[config.mk]
export PLATFORM = sky130hd
export DESIGN_NAME = sar_adc_ctrl
export DESIGN_NICKNAME = d
export VERILOG_FILES = /design/src/rtl/sar_adc_pkg.sv /design/src/rtl/sar_comp_sync.sv /design/src/rtl/sar_adc_ctrl.sv
export SDC_FILE = /design/constraint.sdc
export NUM_CORES = 1
export LEC_CHECK = 0
export ABC_CLOCK_PERIOD_IN_PS = 2500
export CAP_MARGIN = 25
export CORE_ASPECT_RATIO = 1.25
export CORE_UTILIZATION = 45
export DETAILED_ROUTE_END_ITERATION = 7
export PLACE_DENSITY = 0.72
export SYNTH_ARGS = -nofsm -noshare
export SYNTH_HDL_FRONTEND = slang
export SYNTH_SLANG_ARGS = --single-unit
export TNS_END_PERCENT = 5
[constraint.sdc]
create_clock -name clk -period 2.5 [get_ports clk]
set_input_delay 0.375 -clock clk [delete_from_list [all_inputs] [get_ports clk]]
set_output_delay 0.375 -clock clk [all_outputs]
set_load 0.05 [all_outputs]
[src/rtl/sar_adc_pkg.sv]
// Shared types and helpers for the SAR ADC controller.
//   sar_state_t : conversion FSM state encoding
//   SYNC_STAGES : depth of the optional comparator synchronizer
//   ch_width()  : channel-select width for a given channel count (minimum 1)
package sar_adc_pkg;

  typedef enum logic [1:0] {
    S_IDLE   = 2'd0,
    S_SETTLE = 2'd1,
    S_DECIDE = 2'd2,
    S_DONE   = 2'd3
  } sar_state_t;

  localparam int SYNC_STAGES = 2;

  function automatic int ch_width(input int n);
    return (n <= 1) ? 1 : $clog2(n);
  endfunction

endpackage

[src/rtl/sar_comp_sync.sv]
// Flop-chain synchronizer for the asynchronous comparator output.
// Resets to 0 asynchronously. Used by sar_adc_ctrl only when SAR_COMP_SYNC_EN
// is defined.
// Ports:
//   clk   : sampling clock
//   rst_n : asynchronous active-low reset
//   i_d   : raw comparator input
//   o_q   : synchronized comparator output (SYNC_STAGES cycles of delay)
module sar_comp_sync
  import sar_adc_pkg::*;
(
  input  logic clk,
  input  logic rst_n,
  input  logic i_d,
  output logic o_q
);

  logic [SYNC_STAGES-1:0] r_sync;

  always_ff @(posedge clk or negedge rst_n) begin
    if (!rst_n) r_sync <= '0;
    else        r_sync <= {r_sync[SYNC_STAGES-2:0], i_d};
  end

  assign o_q = r_sync[SYNC_STAGES-1];

endmodule

[src/rtl/sar_adc_ctrl.sv]
// Successive-approximation ADC controller. Drives a trial DAC code and an
// analog mux select, reads back one comparator decision per bit and returns a
// WIDTH-bit result per conversion. Single-shot (i_start) or continuous
// round-robin (i_scan) operation over NCH channels.
//
// Optional build macro SAR_COMP_SYNC_EN: routes i_comp through sar_comp_sync
// and stretches the per-bit settle time by SYNC_STAGES cycles so the decision
// reflects the current trial code. Without it i_comp must be synchronous to clk.
//
// Ports:
//   clk, rst_n   : clock, asynchronous active-low reset
//   i_start      : request one conversion (sampled in IDLE only)
//   i_scan       : continuous mode (sampled in IDLE and at each conversion end)
//   i_ch_sel     : channel (single-shot) or first channel (scan)
//   i_comp       : 1 = analog input >= o_dac_code
//   o_dac_code   : trial code to the DAC
//   o_ch_mux     : analog mux select
//   o_busy       : conversion in progress
//   o_done       : one-cycle pulse, o_dout/o_dout_ch/o_ovr valid
//   o_dout       : last result, held until the next o_done
//   o_dout_ch    : channel of o_dout
//   o_ovr        : every decision was 1 (input at or above full scale)
//
// state    | meaning
// ---------+--------------------------------------------------------------
// S_IDLE   | waiting for a valid request; DAC code parked at 0
// S_SETTLE | trial code applied, counting down DAC/comparator settle time
// S_DECIDE | sample comparator, resolve bit k, arm bit k-1 or finish
// S_DONE   | result published with o_done; restart on next channel if scan
module sar_adc_ctrl
  import sar_adc_pkg::*;
#(
  parameter  int WIDTH  = 7,
  parameter  int NCH    = 4,
  parameter  int SETTLE = 1,
  localparam int CH_W   = ch_width(NCH)
) (
  input  logic             clk,
  input  logic             rst_n,
  input  logic             i_start,
  input  logic             i_scan,
  input  logic [CH_W-1:0]  i_ch_sel,
  input  logic             i_comp,
  output logic [WIDTH-1:0] o_dac_code,
  output logic [CH_W-1:0]  o_ch_mux,
  output logic             o_busy,
  output logic             o_done,
  output logic [WIDTH-1:0] o_dout,
  output logic [CH_W-1:0]  o_dout_ch,
  output logic             o_ovr
);

`ifdef SAR_COMP_SYNC_EN
  localparam int SETTLE_EFF = SETTLE + SYNC_STAGES;
`else
  localparam int SETTLE_EFF = SETTLE;
`endif
  localparam int CNT_LOAD = (SETTLE_EFF > 0) ? SETTLE_EFF - 1 : 0;
  localparam int CNT_W    = (CNT_LOAD > 0) ? $clog2(CNT_LOAD + 1) : 1;
  localparam int K_W      = $clog2(WIDTH);
  localparam logic [WIDTH-1:0] MSB_CODE = {1'b1, {(WIDTH-1){1'b0}}};
  // With no settle time a bit goes straight from arming to its decision.
  localparam sar_state_t S_BIT_FIRST = (SETTLE_EFF > 0) ? S_SETTLE : S_DECIDE;

  sar_state_t       r_state, w_state_nxt;
  logic [WIDTH-1:0] r_dac_code, w_dac_nxt;
  logic [K_W-1:0]   r_k, w_k_nxt;
  logic [CNT_W-1:0] r_cnt, w_cnt_nxt;
  logic [CH_W-1:0]  r_ch_mux, w_ch_nxt;
  logic [WIDTH-1:0] r_dout, w_dout_nxt;
  logic [CH_W-1:0]  r_dout_ch, w_dout_ch_nxt;
  logic             r_ovr, w_ovr_nxt;
  logic             w_comp;
  logic             w_ch_ok;
  logic [WIDTH-1:0] w_code;
  logic [CH_W-1:0]  w_ch_inc;

`ifdef SAR_COMP_SYNC_EN
  sar_comp_sync u_comp_sync (
    .clk   (clk),
    .rst_n (rst_n),
    .i_d   (i_comp),
    .o_q   (w_comp)
  );
`else
  assign w_comp = i_comp;
`endif

  assign w_ch_ok  = (int'(i_ch_sel) < NCH);
  assign w_ch_inc = (r_ch_mux == CH_W'(NCH - 1)) ? '0 : r_ch_mux + 1'b1;

  // Resolved code for the current decision: bit k takes the comparator
  // result and, if bits remain, the next lower bit is armed for trial.
  always_comb begin
    w_code      = r_dac_code;
    w_code[r_k] = w_comp;
    if (r_k != '0) w_code[r_k - 1'b1] = 1'b1;
  end

  always_comb begin
    w_state_nxt   = r_state;
    w_dac_nxt     = r_dac_code;
    w_k_nxt       = r_k;
    w_cnt_nxt     = r_cnt;
    w_ch_nxt      = r_ch_mux;
    w_dout_nxt    = r_dout;
    w_dout_ch_nxt = r_dout_ch;
    w_ovr_nxt     = r_ovr;
    case (r_state)
      S_IDLE: begin
        w_dac_nxt = '0;
        if ((i_start || i_scan) && w_ch_ok) begin
          w_ch_nxt    = i_ch_sel;
          w_dac_nxt   = MSB_CODE;
          w_k_nxt     = K_W'(WIDTH - 1);
          w_cnt_nxt   = CNT_W'(CNT_LOAD);
          w_state_nxt = S_BIT_FIRST;
        end
      end
      S_SETTLE: begin
        if (r_cnt == '0) w_state_nxt = S_DECIDE;
        else             w_cnt_nxt   = r_cnt - 1'b1;
      end
      S_DECIDE: begin
        w_dac_nxt = w_code;
        if (r_k != '0) begin
          w_k_nxt     = r_k - 1'b1;
          w_cnt_nxt   = CNT_W'(CNT_LOAD);
          w_state_nxt = S_BIT_FIRST;
        end else begin
          // Result is registered here so it is already valid while o_done is high.
          w_dout_nxt    = w_code;
          w_dout_ch_nxt = r_ch_mux;
          w_ovr_nxt     = &w_code;
          w_state_nxt   = S_DONE;
        end
      end
      S_DONE: begin
        if (i_scan) begin
          w_ch_nxt    = w_ch_inc;
          w_dac_nxt   = MSB_CODE;
          w_k_nxt     = K_W'(WIDTH - 1);
          w_cnt_nxt   = CNT_W'(CNT_LOAD);
          w_state_nxt = S_BIT_FIRST;
        end else begin
          w_dac_nxt   = '0;
          w_state_nxt = S_IDLE;
        end
      end
      default: w_state_nxt = S_IDLE;
    endcase
  end

  always_ff @(posedge clk or negedge rst_n) begin
    if (!rst_n) begin
      r_state    <= S_IDLE;
      r_dac_code <= '0;
      r_k        <= '0;
      r_cnt      <= '0;
      r_ch_mux   <= '0;
      r_dout     <= '0;
      r_dout_ch  <= '0;
      r_ovr      <= 1'b0;
    end else begin
      r_state    <= w_state_nxt;
      r_dac_code <= w_dac_nxt;
      r_k        <= w_k_nxt;
      r_cnt      <= w_cnt_nxt;
      r_ch_mux   <= w_ch_nxt;
      r_dout     <= w_dout_nxt;
      r_dout_ch  <= w_dout_ch_nxt;
      r_ovr      <= w_ovr_nxt;
    end
  end

  assign o_dac_code = r_dac_code;
  assign o_ch_mux   = r_ch_mux;
  assign o_busy     = (r_state != S_IDLE);
  assign o_done     = (r_state == S_DONE);
  assign o_dout     = r_dout;
  assign o_dout_ch  = r_dout_ch;
  assign o_ovr      = r_ovr;

endmodule

==> impl_metrics.py <==
metrics = {
    "outcome": {
        "status": "complete, no violations",
    },
    "timing": {
        "fin_crit_sh_pct": 91.1,
        "fin_tns_setup_ns": 0,
        "worst_pin_slew_ns": 0.581,
        "period_minus_slack_ns": 2.28,
        "skew_ns": 0.00189,
        "hold_violations": 0,
        "slew_headroom_pct": 61.1,
        "worst_slack_ns": 0.223,
        "fmax_ghz": 0.439,
        "rsz0062_at_grt": "no",
        "maxSlewViolCount": 0,
        "setup_viol": 0,
        "fin_hold_ws_ns": 0.383,
    },
    "clock_network": {
        "cts_resized": 0,
        "path_clk_slew_ns": 0.14,
        "cts_hold_buf": 0,
        "cts_buffer_depth": 2,
        "clk_root_buffer_cell": "clkbuf_4",
        "cts_setup_buffers": 0,
        "numCtsBuffers": 3,
        "insertion_delay_ns": 0.32,
        "clock_sinks": 24,
        "cts_htree_levels": 1,
        "tritoncts": "yes",
    },
    "power_and_ir_drop": {
        "leakage_uw": 0.000744,
        "ir_drop_v": 0.000960,
        "p_per_area_nw_per_um2": 1540,
        "power_uw": 2620,
    },
    "setup_path": {
        "reg2reg_from": "r_k[1]",
        "start_kind": "flip-flop",
        "rrSetupSlack_ns": 0.32,
        "cpPeakStageDelay_ns": 0.80,
        "r2r_cells": 6,
        "cp_slowest_cell": "clkdlybuf4s50_1",
        "r2r-end": "o_ovr",
        "crit_type": "flip-flop to primary output",
        "critPathTopFamily": "buffers and inverters",
        "cp-end-kind": "primary output",
        "critPathRequiredTime_ns": 2.12,
        "path_buf_inv": 2,
        "cp_cell_sequence": "nand2_1 -> inv_1 -> clkdlybuf4s50_1",
        "path_max_fanout": 10,
        "arrival_ns": 1.90,
    },
    "routing": {
        "viasPerCell": 5.43,
        "wl_um": 3120,
        "ant_nets": 0,
        "firstDrtPassIters": 4,
        "drc_errors": 0,
        "first_iter_violations": 32,
        "post_drt_wl_per_cell_um": 15.1,
        "vias": 1119,
    },
    "floorplan": {
        "start_util_pct": 48.8,
        "die_area_sq_um": 3240,
        "core-area_sq_um": 2790,
        "pin_count": 28,
        "die_x_um": 51.2,
        "die_h_um": 63.4,
        "rows": 21,
    },
    "min_path": {
        "holdCritPathClass": "input pin to async pin",
    },
    "placed_design": {
        "hpwlAfterDp_um": 2320,
        "post-place-ws_ns": 0.347,
        "place_congestion": 0.908,
        "port_buffers": 27,
    },
    "synth": {
        "synthAdderAreaFrac_pct": 2.76,
        "synth-seq-cells": 24,
        "synth_nets": 154,
        "yosysSeqAreaShare_pct": 44.2,
        "synth_top_family_by_area": "simple AND/OR/NAND/NOR gates",
        "synth_compound_area_share_pct": 18.1,
        "synthMuxAreaShare_pct": 5.99,
        "yosys.area_share.simple_pct": 24.5,
        "synth_xor_area_share_pct": 0,
        "mappedNetlistArea_sq_um": 1360,
        "yosysWarnings": 0,
        "synth_cells": 144,
        "synth.distinct_cells": 39,
        "syn_area_per_cell_sq_um": 9.44,
    },
    "global_routing": {
        "first_global_vias": 1120,
        "antenna_found_initial": 0,
        "grt_pass1_wl_um": 5390,
        "grt_max_degree": 25,
        "track_usage_pct": 22.2,
        "gr-total-overflow": 0,
    },
    "run": {
        "maxCapViolCount": 0,
    },
    "cells_and_area": {
        "area_growth_syn_to_layout_pct": 25.2,
        "final_core_util_pct": 61.1,
        "final.fill_count": 267,
        "layout_common_cells": "27 x nand2_1, 27 x clkdlybuf4s50_1, 24 x dfrtp_1",
        "final_layout_size_suffix_gt1_share_pct": 11.6,
        "finalNetCount": 183,
        "diodes": 0,
    },
}
cells by family after synthesis:
kind of cell    Yosys count
simple gates             61
compound gates           37
flops                    24
buf+inv                  11
mux                       8
fa+ha+maj                 3
flip-flops by register name (all words and copies together) (netlist names):
name / flops
o_ovr: 1
o_dac_code: 7
o_dout: 7
o_ch_mux: 2
o_dout_ch: 2
r_k: 3
r_state: 2
per-layer routing:
layer / GRT usage (%) / vias up / routed length (um)
met4: 8.68 / 0 / 65
met3: 3.14 / 6 / 74
met1: 30.2 / 529 / 1470
met5: 0 / - / 0
li1: - / 563 / -
met2: 34.9 / 21 / 1510
synth_stat cells (all sizes together):
master | number | area, sq um
mux2i | 7 | 70.1
o41ai | 1 | 16.3
o311a | 1 | 10.0
nor3 | 7 | 56.3
o21bai | 1 | 7.51
and2 | 2 | 15.0
or3 | 1 | 11.3
a22oi | 1 | 7.51
ha | 3 | 37.5
a21oi | 11 | 55.1
a22o | 4 | 35.0
o21ai | 10 | 53.8
dfrtp | 24 | 601
or2 | 1 | 6.26
inv | 6 | 22.5
nand3b | 3 | 22.5
a31oi | 2 | 12.5
and2b | 1 | 7.51
a311oi | 1 | 8.76
nand2b | 3 | 26.3
a21o | 2 | 15.0
o311ai | 1 | 8.76
buf | 5 | 37.5
nor2 | 11 | 41.3
mux2 | 1 | 11.3
o2bb2ai | 1 | 8.76
nor2b | 2 | 12.5
nor3b | 3 | 32.5
nand2 | 27 | 101
o31ai | 1 | 7.51
power by group:
part,internal [uW],switching (uW)
combinational,566,1030
sequential,552,184
clock,162,126
total,1280,1340
worst register-to-register path, delay by kind of cell, from the launching register on:
| family | cells | cell delay (ns) |
|---|---|---|
| AO/OA/AOI/OAI | 4 | 1.03 |
| adder cells (fa/ha/maj) | 1 | 0.36 |
| buffers and inverters | 1 | 0.13 |
| flip-flops | 1 | 0.56 |
how the worst max path moves through the flow:
stage / startpoint / to / slack [ns] / cells past startpoint
after detailed placement: r_k[1] / o_ovr / 0.35 / 6
after CTS: r_state[0] / o_done / 0.22 / 3
after global placement: r_k[1] / o_ovr / 0.53 / 6
after floorplan: r_k[1] / o_ovr / 0.61 / 7
final: r_state[0] / o_done / 0.22 / 3
after global routing: r_state[0] / o_done / 0.13 / 3
layout make-up:
class / count / area (sq um) / share of cell area (%)
Clock buffer: 3 / 22.5 / 1.32
Sequential cell: 24 / 601 / 35.3
Clock inverter: 1 / 30.0 / 1.76
Tap cell: 34 / 42.5 / 2.50
Inverter: 6 / 22.5 / 1.32
Multi-Input combinational cell: 109 / 698 / 41.0
Timing Repair Buffer: 29 / 285 / 16.8
stage by stage:
stage | std cells | cell area [sq um]
detailed placement | 202 | 1650
global placement | 202 | 1650
global route | 206 | 1700
floorplan | 144 | 1360
CTS | 206 | 1700
finish | 206 | 1700
Power figures use the tool's default switching activity.
